### config.mk
export PLATFORM = sky130hd
export DESIGN_NAME = regfile_wr_arbiter
export DESIGN_NICKNAME = d
export VERILOG_FILES = /design/src/rtl/regfile_wr_arbiter.sv
export SDC_FILE = /design/constraint.sdc
export NUM_CORES = 1
export LEC_CHECK = 0
export CAP_MARGIN = 10
export CORE_MARGIN = 2
export CORE_UTILIZATION = 36
export DETAILED_ROUTE_END_ITERATION = 8
export PLACE_DENSITY = 0.81
export SYNTH_ARGS = -nofsm -noshare
export SYNTH_HDL_FRONTEND = slang
export SYNTH_SLANG_ARGS = --single-unit
### constraint.sdc
create_clock -name Clk -period 3 [get_ports Clk]
set_clock_uncertainty 0.2 [all_clocks]
set_input_delay 0.6 -clock Clk [delete_from_list [all_inputs] [get_ports Clk]]
set_output_delay 0.6 -clock Clk [all_outputs]
set_load 0.01 [all_outputs]
### src/rtl/regfile_wr_arbiter.sv
// Round-robin arbiter for the single write port of the 32 x 32-bit register file.
// Held requests compete; the winner gets a one-cycle grant and its address/data
// are registered straight onto the register-file write port. Writes aimed at
// register 0 are granted but carry WE=0, so R0 stays hard-wired to zero.
module regfile_wr_arbiter #(
   parameter int N     = 4,
   parameter int PTR_W = 2
) (
   input  logic              Clk,
   input  logic              Rst,
   input  logic [N-1:0]      Req,
   input  logic [5*N-1:0]    Req_Addr,
   input  logic [32*N-1:0]   Req_Data,
   input  logic              Stall,
   output logic [N-1:0]      Gnt,
   output logic              WE,
   output logic [4:0]        Addr,
   output logic [31:0]       Data
);

   // Registered state and its next-state values
   logic [PTR_W-1:0] ptr_q,  ptr_d;
   logic [N-1:0]     gnt_q,  gnt_d;
   logic             we_q,   we_d;
   logic [4:0]       addr_q, addr_d;
   logic [31:0]      data_q, data_d;

   // Arbitration intermediates
   logic [N-1:0]     eligible;
   logic             found;
   logic [PTR_W-1:0] win_idx;
   logic [PTR_W:0]   cand;
   logic [N-1:0]     win_onehot;
   logic [4:0]       win_addr;
   logic [31:0]      win_data;
   logic [PTR_W-1:0] ptr_nxt;

   // Find the first eligible requester scanning from ptr, wrapping modulo N
   always_comb begin
      // NOTE: every comb output gets a default up front so no path leaves it unassigned (no latch).
      eligible = Req & ~gnt_q;
      found    = 1'b0;
      win_idx  = '0;
      cand     = '0;
      for (int k = 0; k < N; k++) begin
         cand = {1'b0, ptr_q} + (PTR_W+1)'(k);
         if (cand >= (PTR_W+1)'(N)) begin
            cand = cand - (PTR_W+1)'(N);
         end
         if (!found && eligible[cand[PTR_W-1:0]]) begin
            found   = 1'b1;
            win_idx = cand[PTR_W-1:0];
         end
      end
   end

   // Select the winner's address/data and build its one-hot grant
   always_comb begin
      win_onehot = '0;
      win_addr   = '0;
      win_data   = '0;
      for (int i = 0; i < N; i++) begin
         if (win_idx == PTR_W'(i)) begin
            win_onehot[i] = 1'b1;
            win_addr      = Req_Addr[5*i +: 5];
            win_data      = Req_Data[32*i +: 32];
         end
      end
      ptr_nxt = (win_idx == PTR_W'(N-1)) ? '0 : win_idx + PTR_W'(1);
   end

   // Next-state: grant when something is eligible and the port is not stalled
   always_comb begin
      gnt_d  = '0;
      we_d   = 1'b0;
      addr_d = addr_q;
      data_d = data_q;
      ptr_d  = ptr_q;
      if (found && !Stall) begin
         gnt_d  = win_onehot;
         we_d   = (win_addr != 5'd0);
         addr_d = win_addr;
         data_d = win_data;
         ptr_d  = ptr_nxt;
      end
   end

   // State register with synchronous reset; reset drops any pending write
   always_ff @(posedge Clk) begin
      // NOTE: sequential state uses non-blocking assignments so all registers update from pre-edge values.
      if (Rst) begin
         ptr_q  <= '0;
         gnt_q  <= '0;
         we_q   <= 1'b0;
         addr_q <= '0;
         data_q <= '0;
      end else begin
         ptr_q  <= ptr_d;
         gnt_q  <= gnt_d;
         we_q   <= we_d;
         addr_q <= addr_d;
         data_q <= data_d;
      end
   end

   assign Gnt  = gnt_q;
   assign WE   = we_q;
   assign Addr = addr_q;
   assign Data = data_q;

endmodule

== After elaboration in Yosys (flattened, before gate mapping) ==
Index checks and enable logic that the tools add are counted.
Widths: inputs -> output; s select.

* Input port bits: 155
* Logic and storage cells: 71
* Output and inout bits: 42
* Register bits after elaboration: 44

* Mux-type cells: 33
* $lt $le $gt $ge: 8
* Add/sub/neg operators: 8
* Bitwise logic cells: 3
* Equal/unequal tests: 3
* Reduce and logical (&&, ||, !) cells: 11

{| class="wikitable"
|+ Operator list
! cell !! number
|-
| $mux 32 || 4
|-
| $mux 5 || 4
|-
| $mux 2 || 9
|-
| $lt 2x3->1 const B || 4
|-
| $mux 1 || 12
|-
| $ge 3x3->1 const B || 3
|-
| $bmux 1 s2 || 4
|-
| $sub 2x1->2 const B || 4
|-
| $add 2x2->3 const B || 2
|-
| $reduce_bool 5->1 || 1
|-
| $and 4x4->4 || 1
|-
| $eq 2x2->1 const B || 2
|-
| $logic_and 1x1->1 || 4
|-
| $logic_not 1->1 || 4
|-
| $not 4->4 || 1
|-
| $add 2x1->3 const B || 1
|-
| $ge 2x3->1 const B || 1
|-
| $add 2x1->2 const B || 1
|-
| $eq 2x1->1 const B || 1
|-
| $logic_not 2->1 || 1
|-
| $reduce_or 2->1 || 1
|-
| $not 1->1 || 1
|}

== Depth between registers and ports, before layout ==
* Depth after elaboration: 20
* Depth in mapped cells: 12
* Depth with buffers taken out: 9

== Worst setup path after synthesis ==
OpenSTA, ideal clock, no wires.

* Kind: input port to flip-flop
* Start: in Req[3]
* End: reg we_q (netlist: WE)
* Setup time: 0.125 ns
* Required time: 2.675 ns
* Data arrival time: 2.403 ns
* Path buffers: 1
* Stages: 9
* Path slack: 0.272 ns
* Cell sequence: and2b_1 > o221a_2 > o22ai_2 > inv_1 > ha_1 > buf_2 > a211oi_1 > a221oi_1 > o41a_1

* Cells in the longest elaborated chain, start to end: 19
* Elaborated cells on any way between the ends: 35
* Classes of those cells: 3 x eq/ne; 20 x mux; 2 x bitwise; 10 x reduce/logical

{| class="wikitable"
|+ RTL lines
! item !! RTL line !! RTL
|-
| start: declaration || 11 || <nowiki>input logic [N-1:0] Req,</nowiki>
|-
| $and 4x4->4 (*) || 41 || <nowiki>eligible = Req & ~gnt_q;</nowiki>
|-
| $bmux 1 s2 || 50 || <nowiki>if (!found && eligible[cand[PTR_W-1:0]]) begin</nowiki>
|-
| $mux 1 (implied by the code) || 50 ||
|-
| $mux 1 || 50 ||
|-
| $logic_not 1->1 || 50 ||
|-
| $logic_and 1x1->1 || 50 ||
|-
| $mux 1 || 50 ||
|-
| $logic_not 1->1 || 50 ||
|-
| $logic_and 1x1->1 || 50 ||
|-
| $mux 1 || 50 ||
|-
| $logic_not 1->1 || 50 ||
|-
| $logic_and 1x1->1 || 50 ||
|-
| $mux 2 || 50 ||
|-
| $logic_not 2->1 || 63 || <nowiki>if (win_idx == PTR_W'(i)) begin</nowiki>
|-
| $mux 5 (4 in a row) || 63 ||
|-
| $reduce_bool 5->1 || 81 || <nowiki>we_d = (win_addr != 5'd0);</nowiki>
|-
| end signal: assignment || 100 || <nowiki>we_q <= we_d;</nowiki>
|-
| end: declaration || 24 || <nowiki>logic we_q, we_d;</nowiki>
|}

Mark *: on every way between the ends. The rest lies on a longest branch, timed or not. The select of a mux whose other input is x is not followed.
A chain may end at the register's enable or synchronous reset.

== Worst setup path in the final report ==
Same ends and word-level chain as after synthesis.

==> impl_metrics.yaml <==
power_and_ir_drop:
  netSwitchingPower_uw: 781
  peakVddDrop_mv: 0.181
  combPwrFrac_pct: 51.5
  power_mw: 2.27
  p_seq_share_pct: 30.6
  clock_power_share_pct: 17.9
  internal-power_mw: 1.49
  switching_share_pct: 34.3
  powerDensity_nw_per_um2: 433
  power_leakage_nw: 1.96
worst_setup_path:
  cp_data_required_time_ns: 2.98
  crit_path_start_kind: "input pin"
  crit_arrival_ns: 2.96
  end_kind: "flip-flop"
  path_buf_inv: 3
  slowest_stage: "clkdlybuf4s50_1"
  crit_family: "compound AO/OA/AOI/OAI gates"
  worstPathCellList: "clkdlybuf4s50_1, and2b_1, o221a_2, o22ai_2, inv_1, ha_2, buf_4, nor2_2, o211a_1, o22ai_1, o41a_1"
  path_class: "input pin to flip-flop"
  critPathMaxFanout: 5
  max_stage_delay_ns: 0.43
timing:
  fmaxAchievable_mhz: 336
  hold_violations: 0
  timing.final.crit_share_pct: 99.3
  finalSetupViolCount: 0
  drv_slew: 0
  worst_slack_ns: 0.0216
  relSlewSlack_pct: 73.0
  tns_ns: 0
  tightest_slew_ns: 0.406
  period_minus_slack_ns: 2.98
final_layout:
  drive_gt1_share_pct: 10.1
  mostFrequentLayoutCells: "196 x clkdlybuf4s50_1, 75 x nand2_1, 69 x a21oi_1"
  fin_area_um2: 5250
  nNetsFinal: 772
  final_util_pct: 67.3
  area_growth_pct: 78.8
  antennaDiodeCount: 0
  final_common_cell: "clkdlybuf4s50_1"
synthesis:
  yosys-top-cells-area: "dfxtp_1 30%, a21oi_1 12%, o21ai_0 11%"
  syn_area_um2: 2940
  syn-num-nets: 571
  yosysSeqAreaShare_pct: 30.0
  ys_ff_latch: 44
  synth_top_area_share_pct: 30.0
  synth_flop_cell: "dfxtp_1"
  synth-edff-count: 0
  syn_area_per_cell_um2: 7.13
  yosysWarnings: 0
  ys_async_sr_fraction_pct: 0
  synthDistinctLibCells: 40
  netlist_instances: 412
  yosys.area.top_type: "dfxtp_1"
clocking:
  cts_buffers: 5
  insertion_delay_ns: 0.29
  cts.sinks: 44
  clkSlewWorstSetupHoldPaths_ns: 0.08
  clock_path_buffers: 2
  cts_max_level: 2
  cts_tree: "yes"
  clockRootBuffer: "clkbuf_8"
grt:
  grt_antenna_before_repair: 0
  grt_overflow: 0
  grt-busiest-layer: "met2"
  use_met1_pct: 28.1
  grt_pass1_vias: 3732
  grt_use_met3_pct: 5.19
  grt_max_degree: 45
  grt_pass1_wl_um: 17800
  met2_usage_pct: 48.3
  grt_usage_pct: 25.0
placed_design:
  port_buffers: 196
  dpl_cell_area_um2: 5140
  dp_slack_ns: -0.267
  gp_congestion: 0.907
  dp_hpwl_um: 8910
die:
  initial_core_util_pct: 37.6
  fp.coreArea_um2: 7810
  die_x_um: 94.4
  die-area_um2: 8900
  std_cell_rows: 32
  fp.dieH_um: 94.4
  io_pins: 197
routing:
  drtPass1Iterations: 4
  wl_um: 11700
  drc: 0
  wl_per_cell_um: 16.4
  vias: 3829
  via_per_inst: 5.36
  antenna_left: 0
  drtIter0Drc: 175
status:
  outcome: "completed"
hold_path:
  holdCritPathClass: "flip-flop to flip-flop"
run:
  maxCapViolations: 0
==> timing repair <==
| action | in CTS | in global routing |
|---|---|---|
| gates resized for setup | 0 | 4 |
| endpoints found under the setup margin | 0 | 4 |
| hold endpoints to repair | 0 | 0 |
| hold buffers | 0 | 0 |
| buffers inserted | 0 | 0 |
==> through the flow <==
| stage | std cells | hold WS, ns |
|---|---|---|
| floorplan | 412 | 0.269 |
| global placement | 708 | 0.249 |
| detailed placement | 708 | 0.266 |
| CTS | 715 | 0.276 |
| global route | 715 | 0.294 |
| finish | 715 | 0.285 |
==> final timing paths <==
check,start,to,slack [ns],cells past startpoint
setup / recovery,Req[3],WE$_SDFF_PP0_,0.02,11
hold / removal,Addr[4]$_SDFFE_PP0P_,Addr[4]$_SDFFE_PP0P_,0.28,2
setup reg to reg,Gnt[3]$_SDFF_PP0_,WE$_SDFF_PP0_,0.38,10
hold reg to reg,Addr[4]$_SDFFE_PP0P_,Addr[4]$_SDFFE_PP0P_,0.28,2
==> Yosys cell counts, drive strengths merged, types with 3 or more instances <==
| cell type | count |
|---|---|
| o221a | 3 |
| o211ai | 31 |
| nand2b | 37 |
| o21ai | 64 |
| nor2 | 4 |
| o22ai | 7 |
| inv | 5 |
| dfxtp | 44 |
| nand2 | 75 |
| clkbuf | 16 |
| ha | 4 |
| and3 | 3 |
| a21oi | 69 |
| nor3 | 3 |
| buf | 23 |
==> final cells by class <==
type                    count  area (um2)
clock buffers               7        96.3
fillers                   666        2550
flip-flops and latches     44         881
inverters                   5        18.8
repair buffers            233        2280
multi-input cells         324        1850
well taps                 102         128
==> worst min-delay path, stage by stage, from the launching register on <==
cell     delay (ns)
dfxtp_1        0.33
nand2_1        0.06
a21oi_1        0.06
==> power by group through the flow <==
| stage | clock network [mW] | logic (mW) | registers, mW |
|---|---|---|---|
| 2_1_floorplan | 0 | 0.557 | 0.735 |
| 3_3_place_gp | 0 | 1.13 | 0.706 |
| 3_5_place_dp | 0 | 1.16 | 0.707 |
| 4_1_cts | 0.417 | 1.17 | 0.695 |
| 5_1_grt | 0.445 | 1.27 | 0.705 |
| 6_report | 0.408 | 1.17 | 0.696 |
==> state kept, by name (all words and copies together), names as in the netlist <==
signal  flops
ptr_q       2
Gnt         4
Addr        5
Data       32
WE          1
==> kinds of logic after synthesis <==
group                    synth area share (%)
adder cells (fa/ha/maj)                  1.70
flip-flops                               30.0
buffers and inverters                    7.75
AO/OA/AOI/OAI                            38.2
AND/OR/NAND/NOR                          22.4
==> metal layers <==
metal	routed length, um	share of wire, %	up-vias
met5	0	0	-
met4	133	1.1	0
met3	846	7.2	12
met2	6150	52	153
met1	4590	39	1802
li1	-	-	1862
Power figures use the tool's default switching activity.
